--- src/rtl/mem_initiator_if.sv ---
// Bundle of the fetch client, load/store client and RAM strobe signals
// that meet at the mem_initiator.
//
// Handshake: a client raises its Req with a stable address (and DWe/DWData)
// and holds it until its Done pulses for one cycle; Fault and RData are valid
// in that Done cycle. The client drops Req in the same update in which it
// sees Done. MemRead/MemWrite are single-cycle strobes, never both high.
// MemRData is updated by the RAM on the falling edge inside the strobe cycle.
interface mem_initiator_if #(
    parameter int ADDR_W = 16,
    parameter int DATA_W = 32
);
    // Fetch client
    logic              IReq;
    logic [ADDR_W-1:0] IAddr;
    logic [DATA_W-1:0] IRData;
    logic              IDone;
    logic              IFault;
    // Load/store client
    logic              DReq;
    logic              DWe;
    logic [ADDR_W-1:0] DAddr;
    logic [DATA_W-1:0] DWData;
    logic [DATA_W-1:0] DRData;
    logic              DDone;
    logic              DFault;
    // RAM port
    logic              MemRead;
    logic              MemWrite;
    logic [ADDR_W-1:0] MemAddress;
    logic [DATA_W-1:0] MemWData;
    logic [DATA_W-1:0] MemRData;

    // Initiator side
    modport master (
        input  IReq, IAddr,
        output IRData, IDone, IFault,
        input  DReq, DWe, DAddr, DWData,
        output DRData, DDone, DFault,
        output MemRead, MemWrite, MemAddress, MemWData,
        input  MemRData
    );

    // Clients and RAM side
    modport slave (
        output IReq, IAddr,
        input  IRData, IDone, IFault,
        output DReq, DWe, DAddr, DWData,
        input  DRData, DDone, DFault,
        input  MemRead, MemWrite, MemAddress, MemWData,
        output MemRData
    );
endinterface

--- src/rtl/mem_initiator.sv ---
// Bus master for the shared instruction/data RAM port. Round-robin
// arbitration between fetch and load/store, one strobe cycle per access,
// registered capture of RAM read data, out-of-range addresses fault.
module mem_initiator #(
    parameter int ADDR_W = 16,
    parameter int DATA_W = 32,
    parameter int DEPTH  = 512
) (
    input  logic              Clock,
    input  logic              Reset,
    mem_initiator_if.master   bus,
    output logic              Busy,
    output logic [1:0]        StateDbg
);

    typedef enum logic [1:0] {
        S_IDLE   = 2'd0,
        S_ACCESS = 2'd1,
        S_DONE   = 2'd2
    } state_e;

    localparam logic [ADDR_W:0] DEPTH_W = (ADDR_W + 1)'(DEPTH);

    state_e            state_q, state_d;
    logic              last_data_q, last_data_d;   // 1 = last grant went to data
    logic              gnt_data_q, gnt_data_d;     // port owning the current access
    logic              gnt_read_q, gnt_read_d;
    logic              gnt_fault_q, gnt_fault_d;
    logic              mem_read_q, mem_read_d;
    logic              mem_write_q, mem_write_d;
    logic [ADDR_W-1:0] mem_addr_q, mem_addr_d;
    logic [DATA_W-1:0] mem_wdata_q, mem_wdata_d;
    logic [DATA_W-1:0] i_rdata_q, i_rdata_d;
    logic [DATA_W-1:0] d_rdata_q, d_rdata_d;
    logic              i_done_q, i_done_d;
    logic              d_done_q, d_done_d;
    logic              i_fault_q, i_fault_d;
    logic              d_fault_q, d_fault_d;
    logic              busy_q, busy_d;

    // Grant decode. Done is registered one cycle after the DONE state, so the
    // client's Req is still high in the IDLE cycle that shows Done; masking
    // that port keeps a finished request from being granted a second time.
    logic              i_req_eff;
    logic              d_req_eff;
    logic              grant_any;
    logic              pick_data;
    logic [ADDR_W-1:0] gnt_addr;
    logic              gnt_oob;
    logic              gnt_store;

    assign i_req_eff = bus.IReq & ~i_done_q;
    assign d_req_eff = bus.DReq & ~d_done_q;
    assign grant_any = i_req_eff | d_req_eff;
    assign pick_data = d_req_eff & (~i_req_eff | ~last_data_q);
    assign gnt_addr  = pick_data ? bus.DAddr : bus.IAddr;
    assign gnt_oob   = ({1'b0, gnt_addr} >= DEPTH_W);
    assign gnt_store = pick_data & bus.DWe;

    // State register and all output/bookkeeping flops
    always_ff @(posedge Clock) begin
        if (Reset) begin
            state_q     <= S_IDLE;
            last_data_q <= 1'b0;
            gnt_data_q  <= 1'b0;
            gnt_read_q  <= 1'b0;
            gnt_fault_q <= 1'b0;
            mem_read_q  <= 1'b0;
            mem_write_q <= 1'b0;
            mem_addr_q  <= '0;
            mem_wdata_q <= '0;
            i_rdata_q   <= '0;
            d_rdata_q   <= '0;
            i_done_q    <= 1'b0;
            d_done_q    <= 1'b0;
            i_fault_q   <= 1'b0;
            d_fault_q   <= 1'b0;
            busy_q      <= 1'b0;
        end else begin
            state_q     <= state_d;
            last_data_q <= last_data_d;
            gnt_data_q  <= gnt_data_d;
            gnt_read_q  <= gnt_read_d;
            gnt_fault_q <= gnt_fault_d;
            mem_read_q  <= mem_read_d;
            mem_write_q <= mem_write_d;
            mem_addr_q  <= mem_addr_d;
            mem_wdata_q <= mem_wdata_d;
            i_rdata_q   <= i_rdata_d;
            d_rdata_q   <= d_rdata_d;
            i_done_q    <= i_done_d;
            d_done_q    <= d_done_d;
            i_fault_q   <= i_fault_d;
            d_fault_q   <= d_fault_d;
            busy_q      <= busy_d;
        end
    end

    // Next-state: a faulted grant skips the RAM access entirely
    always_comb begin
        state_d = state_q;
        case (state_q)
            S_IDLE: begin
                if (grant_any) begin
                    state_d = gnt_oob ? S_DONE : S_ACCESS;
                end
            end
            S_ACCESS: state_d = S_DONE;
            S_DONE:   state_d = S_IDLE;
            default:  state_d = S_IDLE;
        endcase
    end

    // Outputs: strobes at grant, capture after the strobe cycle, Done after DONE
    always_comb begin
        last_data_d = last_data_q;
        gnt_data_d  = gnt_data_q;
        gnt_read_d  = gnt_read_q;
        gnt_fault_d = gnt_fault_q;
        mem_read_d  = 1'b0;
        mem_write_d = 1'b0;
        mem_addr_d  = mem_addr_q;
        mem_wdata_d = mem_wdata_q;
        i_rdata_d   = i_rdata_q;
        d_rdata_d   = d_rdata_q;
        i_done_d    = 1'b0;
        d_done_d    = 1'b0;
        i_fault_d   = 1'b0;
        d_fault_d   = 1'b0;
        busy_d      = (state_d != S_IDLE);
        case (state_q)
            S_IDLE: begin
                if (grant_any) begin
                    last_data_d = pick_data;
                    gnt_data_d  = pick_data;
                    gnt_read_d  = ~gnt_store;
                    gnt_fault_d = gnt_oob;
                    if (!gnt_oob) begin
                        mem_addr_d  = gnt_addr;
                        mem_read_d  = ~gnt_store;
                        mem_write_d = gnt_store;
                        if (gnt_store) begin
                            mem_wdata_d = bus.DWData;
                        end
                    end
                end
            end
            S_ACCESS: begin
                // RAM updated MemRData on the falling edge of this cycle
                if (gnt_read_q) begin
                    if (gnt_data_q) begin
                        d_rdata_d = bus.MemRData;
                    end else begin
                        i_rdata_d = bus.MemRData;
                    end
                end
            end
            S_DONE: begin
                if (gnt_data_q) begin
                    d_done_d  = 1'b1;
                    d_fault_d = gnt_fault_q;
                    if (gnt_fault_q) begin
                        d_rdata_d = '0;
                    end
                end else begin
                    i_done_d  = 1'b1;
                    i_fault_d = gnt_fault_q;
                    if (gnt_fault_q) begin
                        i_rdata_d = '0;
                    end
                end
            end
            default: ;
        endcase
    end

    assign bus.MemRead    = mem_read_q;
    assign bus.MemWrite   = mem_write_q;
    assign bus.MemAddress = mem_addr_q;
    assign bus.MemWData   = mem_wdata_q;
    assign bus.IRData     = i_rdata_q;
    assign bus.IDone      = i_done_q;
    assign bus.IFault     = i_fault_q;
    assign bus.DRData     = d_rdata_q;
    assign bus.DDone      = d_done_q;
    assign bus.DFault     = d_fault_q;
    assign Busy           = busy_q;
    assign StateDbg       = state_q;

endmodule

--- src/flat_wrapper.sv ---
// flat-port wrapper written by rule: the top's interface ports become plain ports
module mem_initiator_flat 
#(
    parameter int ADDR_W = 16,
    parameter int DATA_W = 32,
    parameter int DEPTH  = 512
)
  (Clock, Reset, Busy, StateDbg, bus_IReq, bus_IAddr, bus_IRData, bus_IDone, bus_IFault, bus_DReq, bus_DWe, bus_DAddr, bus_DWData, bus_DRData, bus_DDone, bus_DFault, bus_MemRead, bus_MemWrite, bus_MemAddress, bus_MemWData, bus_MemRData);
  mem_initiator_if #(.ADDR_W(ADDR_W), .DATA_W(DATA_W)) bus_i ();
  input  logic Clock;
  input  logic Reset;
  output logic Busy;
  output logic [1:0] StateDbg;
  input wire logic [$bits(bus_i.IReq)-1:0] bus_IReq;
  input wire logic [$bits(bus_i.IAddr)-1:0] bus_IAddr;
  output wire logic [$bits(bus_i.IRData)-1:0] bus_IRData;
  output wire logic [$bits(bus_i.IDone)-1:0] bus_IDone;
  output wire logic [$bits(bus_i.IFault)-1:0] bus_IFault;
  input wire logic [$bits(bus_i.DReq)-1:0] bus_DReq;
  input wire logic [$bits(bus_i.DWe)-1:0] bus_DWe;
  input wire logic [$bits(bus_i.DAddr)-1:0] bus_DAddr;
  input wire logic [$bits(bus_i.DWData)-1:0] bus_DWData;
  output wire logic [$bits(bus_i.DRData)-1:0] bus_DRData;
  output wire logic [$bits(bus_i.DDone)-1:0] bus_DDone;
  output wire logic [$bits(bus_i.DFault)-1:0] bus_DFault;
  output wire logic [$bits(bus_i.MemRead)-1:0] bus_MemRead;
  output wire logic [$bits(bus_i.MemWrite)-1:0] bus_MemWrite;
  output wire logic [$bits(bus_i.MemAddress)-1:0] bus_MemAddress;
  output wire logic [$bits(bus_i.MemWData)-1:0] bus_MemWData;
  input wire logic [$bits(bus_i.MemRData)-1:0] bus_MemRData;
  assign bus_i.IReq = bus_IReq;
  assign bus_i.IAddr = bus_IAddr;
  assign bus_IRData = bus_i.IRData;
  assign bus_IDone = bus_i.IDone;
  assign bus_IFault = bus_i.IFault;
  assign bus_i.DReq = bus_DReq;
  assign bus_i.DWe = bus_DWe;
  assign bus_i.DAddr = bus_DAddr;
  assign bus_i.DWData = bus_DWData;
  assign bus_DRData = bus_i.DRData;
  assign bus_DDone = bus_i.DDone;
  assign bus_DFault = bus_i.DFault;
  assign bus_MemRead = bus_i.MemRead;
  assign bus_MemWrite = bus_i.MemWrite;
  assign bus_MemAddress = bus_i.MemAddress;
  assign bus_MemWData = bus_i.MemWData;
  assign bus_i.MemRData = bus_MemRData;
  mem_initiator #(.ADDR_W(ADDR_W), .DATA_W(DATA_W), .DEPTH(DEPTH)) u_core (.Clock(Clock), .Reset(Reset), .bus(bus_i), .Busy(Busy), .StateDbg(StateDbg));
endmodule
--- config.mk ---
export PLATFORM = sky130hd
export DESIGN_NAME = mem_initiator_flat
export DESIGN_NICKNAME = d
export VERILOG_FILES = /design/src/rtl/mem_initiator_if.sv /design/src/rtl/mem_initiator.sv /design/src/flat_wrapper.sv
export SDC_FILE = /design/constraint.sdc
export NUM_CORES = 1
export LEC_CHECK = 0
export ABC_AREA = 1
export CORE_UTILIZATION = 40
export CTS_BUF_LIST = sky130_fd_sc_hd__clkbuf_16
export DETAILED_ROUTE_END_ITERATION = 16
export PLACE_DENSITY = 0.77
export SYNTH_ARGS = -nofsm -noshare
export SYNTH_HDL_FRONTEND = slang
export SYNTH_SLANG_ARGS = --single-unit
--- constraint.sdc ---
create_clock -name Clock -period 3.34 [get_ports Clock]
set_clock_uncertainty 0.2 [all_clocks]
set_input_delay 0.334 -clock Clock [delete_from_list [all_inputs] [get_ports Clock]]
set_output_delay 0.334 -clock Clock [all_outputs]
set_load 0.02 [all_outputs]
==> results of run 1 <==
[cell type report]
cell class                 count  share of cell area (%)
clock inverter                15                    2.24
inverter                      76                    3.65
timing repair buffer         228                    29.0
tap                          147                    2.36
clock buffer                  17                    5.45
multi-input combinational    442                    25.5
sequential                   124                    31.8
[per-stage QoR]
| step | hold WS, ps | instance area [um^2] | instances |
|---|---|---|---|
| after floorplan | 212 | 4930 | 680 |
| after global placement | 215 | 7210 | 1017 |
| after detailed placement | 219 | 7210 | 1017 |
| after CTS | 228 | 7810 | 1049 |
| after global routing | 243 | 7810 | 1049 |
| final | 227 | 7810 | 1049 |
[cell usage in the layout, fill, tap and decap left out]
cell type,netlist,routed
nor2_4,3,5
clkdlybuf4s50_1,0,221
a21oi_2,1,1
nand2_4,2,2
clkinv_4,0,3
clkinvlp_4,0,5
inv_2,3,4
bufinv_16,0,3
buf_4,1,7
nor4_1,2,2
nand3_4,2,2
a211oi_1,3,3
ha_1,3,3
nand3_1,12,12
inv_1,72,72
nor2_1,123,121
nand3b_1,5,5
clkbuf_16,0,17
nand2_2,2,2
o31ai_1,1,1
nand2_1,167,167
inv_6,0,1
o22ai_1,1,1
clkinv_1,1,2
nand4_1,9,9
dfxtp_1,124,124
clkinv_2,0,1
nand3_2,1,1
a21oi_1,50,50
nor3_1,2,2
o21ai_0,53,53
[registers in the layout (all words and copies together), names as in the netlist, 2 cells and up]
signal and count:
u_core.StateDbg 2, u_core.bus.DRData 32, u_core.bus.IRData 32, u_core.bus.MemAddress 16
u_core.bus.MemWData 32
[power groups by stage]
stage | sequential [mW] | clock, mW | combinational [mW]
after floorplan | 1.87 | 0 | 0.325
after global placement | 1.72 | 0 | 0.957
after detailed placement | 1.72 | 0 | 0.960
after CTS | 1.69 | 1.89 | 0.968
after global routing | 1.70 | 1.95 | 1.04
final | 1.69 | 1.85 | 0.959
[layer usage]
layer	vias up	wire length, um	GRT usage (%)	part of all wire [%]
li1	2532	-	-	-
met1	2107	5770	24.9	42
met2	170	6360	36.2	47
met3	9	1360	9.64	10
met4	0	125	7.37	0.92
met5	-	0	0	0
[kinds of logic (layout without fill, tap and decap cells)]
kind of cell	Yosys count	in the layout	share of synthesized area, %
fa+ha+maj	3	3	0.761
compound gates	109	109	11.4
buf+inv	114	336	9.59
simple gates	330	330	28.0
flops	124	124	50.3
[critical path: stages]
cell             delay [ps]
clkdlybuf4s50_1         470
inv_2                    50
nor2_4                  170
nand2_4                 160
inv_2                   230
nand2_1                 120
nor2_1                  220
nand3_4                 500
nor2_1                  300
nor2_1                   70
[path summary, 6_finish.rpt]
check	start	end	slack, ps	cells after the start
hold reg to reg	u_core.bus.MemAddress[10]	u_core.bus.MemAddress[10]	230	2
setup reg to reg	u_core.bus.DDone	u_core.bus.MemWData[5]	840	8
hold / removal	u_core.bus.MemAddress[10]	u_core.bus.MemAddress[10]	230	2
setup / recovery	bus_DReq	u_core.bus.MemWData[5]	780	10
==> reports/summary.md, run 1 <==
Run status
• completed — outcome

Drt
• 4 — first-pass iteration count of the detailed router
• 0 — Antenna Nets Post-Route
• 13,600 um — final WL
• 209 — drt first-iter violations
• 4,818 — vias after detailed routing
• 4.59 — number of vias per cell
• 13.0 um — wire length per cell
• 0 — DR DRC count

Placed design
• 221 — count of input and output buffers
• 0.736 — Final Wtd Congestion
• 349 ps — Post-Place Setup Slack
• 9300 um — half-perimeter wire length after placement

Synthesis
• 0 — number of warnings issued by yosys
• 784 — Synth Net Count
• 50.3% — sequential cell area fraction in the yosys report
• 680 — number of standard cells after synthesis
• 28 — unique cell type count in the Yosys netlist
• nand2_1 — most common cell in the netlist
• 4930 um^2 — Synth Cell Area
• 0% — Post-synth ARST share
• dfxtp_1 — leading area contributor after synthesis
• dfxtp_1 — ys flop type
• 167 x nand2_1, 124 x dfxtp_1, 123 x nor2_1, 72 x inv_1, 53 x o21ai_0 — Post-synth top cells
• 50.3% — fraction of synthesized cell area taken by the top area cell type
• dfxtp_1 50%, nand2_1 13%, nor2_1 9.4% — leading post-synthesis cells by cell area
• 0 — Post-synth EDFFs
• 7.25 um^2 — Mean Syn Cell Area
• 124 — count of state elements after synthesis

Clocking
• 124 — Sinks on Clock Net
• 410 ps — Skew-Pair Late Insertion Delay
• 17 — CTS Buf Count
• 2 — buffer levels on the longest clock path
• 4 — Max H-tree Level
• 0 — post-cts repair resize count
• clkbuf_16 — cell chosen for the clock root
• 0 — post-CTS setup buffer count
• 0 — count of hold-fix buffers inserted at cts
• built — TritonCTS clock tree
• 60 ps — Clock Pin Slew Worst Setup and Hold Paths

Worst setup path
• 2660 ps — Worst EP arrival
• 64 — CP max FO
• 3440 ps — Worst Path Required
• input pin to flip-flop — worst setup path class
• input pin — startpoint type of the worst setup path
• flip-flop — crit path capture type

STA
• 690 ps — Worst Tran Pin Value
• false — setup repair after global routing missed its margin
• 0 — final hold violations
• 0.391 GHz — f_max
• 2560 ps — min cycle time layout
• 76.6% — final worst-path cycle share
• 54.0% — slew margin rel.
• 783 ps — crit path setup slack, layout
• 0 — Final Max Slew Viols
• 0 ps — Setup Total Neg Slack
• 0 — Finish-stage setup viols

Flow run
• 0 — number of max-capacitance violations reported

Pwr
• 37.5% — Flop pwr share
• 577 nW/um^2 — P per Cell Area
• 351 uV — largest vdd supply drop
• 28.6% — net switching fraction of the power
• 3.22 mW — internal power contribution
• 21.3% — combinational cell fraction of total power
• 1.29 mW — Switching Power
• 3.45 nW — Lkg Pwr
• 41.2% — clock network power share
• 4.50 mW — Final Power

Global route
• 21.8% — all-layer global routing usage
• 4,544 — number of global-route vias before repair
• 76 — largest net degree at the start of global routing
• 0 — antenna violations before repair
• 21,600 um — wire length of the first global-routing pass
• 0 — global-route congestion overflow total

Cells and area
• 2480 um^2 — Reg area
• 65.0% — final core area utilization
• 1,090 — number of filler instances in the final layout
• 5.99% — layout cells sized above 1
• 993 — nets
• 1990 um^2 — multi-input combinational cell area
• 58.3% — synthesis-to-layout area growth
• 0 — antenna cells

Die
• 40 — standard-cell rows
• 113 um — Die Ht
• 113 um — die width
• 41.1% — initial standard-cell utilization of the core
• 222 — Boundary Pins
• 12,000 um^2 — area inside the core boundary
• 12,800 um^2 — full die area

Hold path
• flip-flop to flip-flop — Hold Crit Class

Note: power is estimated with default switching activity, not from simulation.
==> run 2: changes to the inputs <==
--- a/config.mk
+++ b/config.mk
@@ -6,7 +6,7 @@
 export NUM_CORES = 1
 export LEC_CHECK = 0
 export ABC_AREA = 1
-export CORE_UTILIZATION = 40
+export CORE_UTILIZATION = 38
 export CTS_BUF_LIST = sky130_fd_sc_hd__clkbuf_16
 export DETAILED_ROUTE_END_ITERATION = 16
 export PLACE_DENSITY = 0.77
==> constraint.sdc (replaced) <==
create_clock -name Clock -period 2.2 [get_ports Clock]
set_clock_uncertainty 0.2 [all_clocks]
set_input_delay 0.22 -clock Clock [delete_from_list [all_inputs] [get_ports Clock]]
set_output_delay 0.22 -clock Clock [all_outputs]
set_load 0.02 [all_outputs]
==> reports/summary.md, run 2 (synthesis results as in run 1) <==
Global route
• 4,562 — number of global-route vias before repair
• 56 — largest net degree at the start of global routing
• 0 — antenna violations before repair
• 20.9% — all-layer global routing usage
• 0 — global-route congestion overflow total
• 21,500 um — wire length of the first global-routing pass

STA
• 0 — final hold violations
• 68.3% — slew margin rel.
• 2040 ps — min cycle time layout
• 476 ps — Worst Tran Pin Value
• 0.491 GHz — f_max
• 162 ps — crit path setup slack, layout
• 92.6% — final worst-path cycle share
• 0 — Finish-stage setup viols
• 0 — Final Max Slew Viols
• 0 ps — Setup Total Neg Slack
• 183 ps — Worst Hold Margin

Die
• 116 um — Die Ht
• 41 — standard-cell rows
• 116 um — die width
• 13,400 um^2 — full die area
• 12,600 um^2 — area inside the core boundary
• 222 — Boundary Pins
• 39.1% — initial standard-cell utilization of the core

Cells and area
• 8.03% — layout cells sized above 1
• clkdlybuf4s50_1 — most common cell after layout, fill and taps aside
• 62.5% — synthesis-to-layout area growth
• 0 — antenna cells
• 1,015 — nets
• 221 x clkdlybuf4s50_1, 167 x nand2_1, 124 x dfxtp_1, 121 x nor2_1, 72 x inv_1 — commonest cells after routing, fill and taps aside
• 1,117 — number of filler instances in the final layout

Placed design
• 221 — count of input and output buffers
• -41.7 ps — Post-Place Setup Slack
• 9900 um — half-perimeter wire length after placement
• 0.781 — Final Wtd Congestion

Drt
• 14,300 um — final WL
• 0 — Antenna Nets Post-Route
• 13.1 um — wire length per cell
• 4 — first-pass iteration count of the detailed router
• 0 — DR DRC count
• 193 — drt first-iter violations
• 4.57 — number of vias per cell
• 4,999 — vias after detailed routing

Clocking
• 410 ps — Skew-Pair Late Insertion Delay
• clkbuf_16 — cell chosen for the clock root
• 2 — buffer levels on the longest clock path
• 4 — Max H-tree Level
• 17 — CTS Buf Count
• 0 — count of hold-fix buffers inserted at cts
• 50 ps — Clock Pin Slew Worst Setup and Hold Paths
• 124 — Sinks on Clock Net
• built — TritonCTS clock tree

Worst setup path
• 2340 ps — Worst Path Required
• 2180 ps — Worst EP arrival
• flip-flop to flip-flop — worst setup path class
• flip-flop — crit path capture type
• 25 — CP max FO
• flip-flop — startpoint type of the worst setup path

Flow run
• 0 — number of max-capacitance violations reported

Pwr
• 519 uV — largest vdd supply drop
• 3.58 nW — Lkg Pwr
• 837 nW/um^2 — P per Cell Area

Hold path
• input pin to flip-flop — Hold Crit Class

Run status
• completed — outcome

==> run 2: area by class of cell <==
cell class | instances | area (um^2) | share of cell area [%]
Clock buffer | 17 | 425 | 5.31
Inverter | 76 | 289 | 3.61
Clock inverter | 13 | 111 | 1.39
Sequential cell | 124 | 2480 | 31.0
Timing Repair inverter | 1 | 7.51 | 0.0937
Multi-Input combinational cell | 442 | 1990 | 24.9
Tap cell | 172 | 215 | 2.69
Timing Repair Buffer | 249 | 2490 | 31.1
==> run 2: worst paths after layout <==
path / from / to / slack [ps] / depth (start not counted)
worst min-delay path: bus_MemRData[28] / u_core.bus.IRData[28] / 180 / 3
worst min register to register: u_core.bus.MemAddress[10] / u_core.bus.MemAddress[10] / 230 / 2
worst max register to register: u_core.StateDbg[1] / u_core.bus.DRData[25] / 160 / 11
worst max-delay path: u_core.StateDbg[1] / u_core.bus.DRData[25] / 160 / 11
==> run 2: power by group <==
part           internal, mW  switching [mW]
combinational         0.735           0.839
clock                  1.62           0.947
sequential             2.46           0.106
==> run 2: metal layers <==
layer	track usage (%)	share of wire, %	vias to the layer above
met5	0	0	-
met4	9.40	1.7	0
met3	9.78	11	22
met2	34.8	46	181
met1	22.8	42	2220
li1	-	-	2576
==> run 2: critical path, stage by stage, from the launching register on <==
cell and delay (ps):
dfxtp_1 390, inv_1 80, ha_1 190, inv_1 80
o21ai_0 80, a21oi_1 120, inv_1 110, nor2_4 120
buf_4 160, clkbuf_16 210, nand2_1 60, a21oi_1 150
==> run 2: metrics by stage <==
step	cells	cell area, um^2	utilization, %	total power, mW
3_5_place_dp	1060	7420	58.8	4.13
5_1_grt	1094	8010	63.5	7.01
6_report	1094	8010	63.5	6.70
2_1_floorplan	680	4930	-	3.34
3_3_place_gp	1060	7420	58.8	4.12
4_1_cts	1090	7960	63.1	6.71
==> run 2: repair_timing <==
action                     CTS  global route
resized for setup            0             2
setup endpoints to repair    0             1
setup buffers                0             2
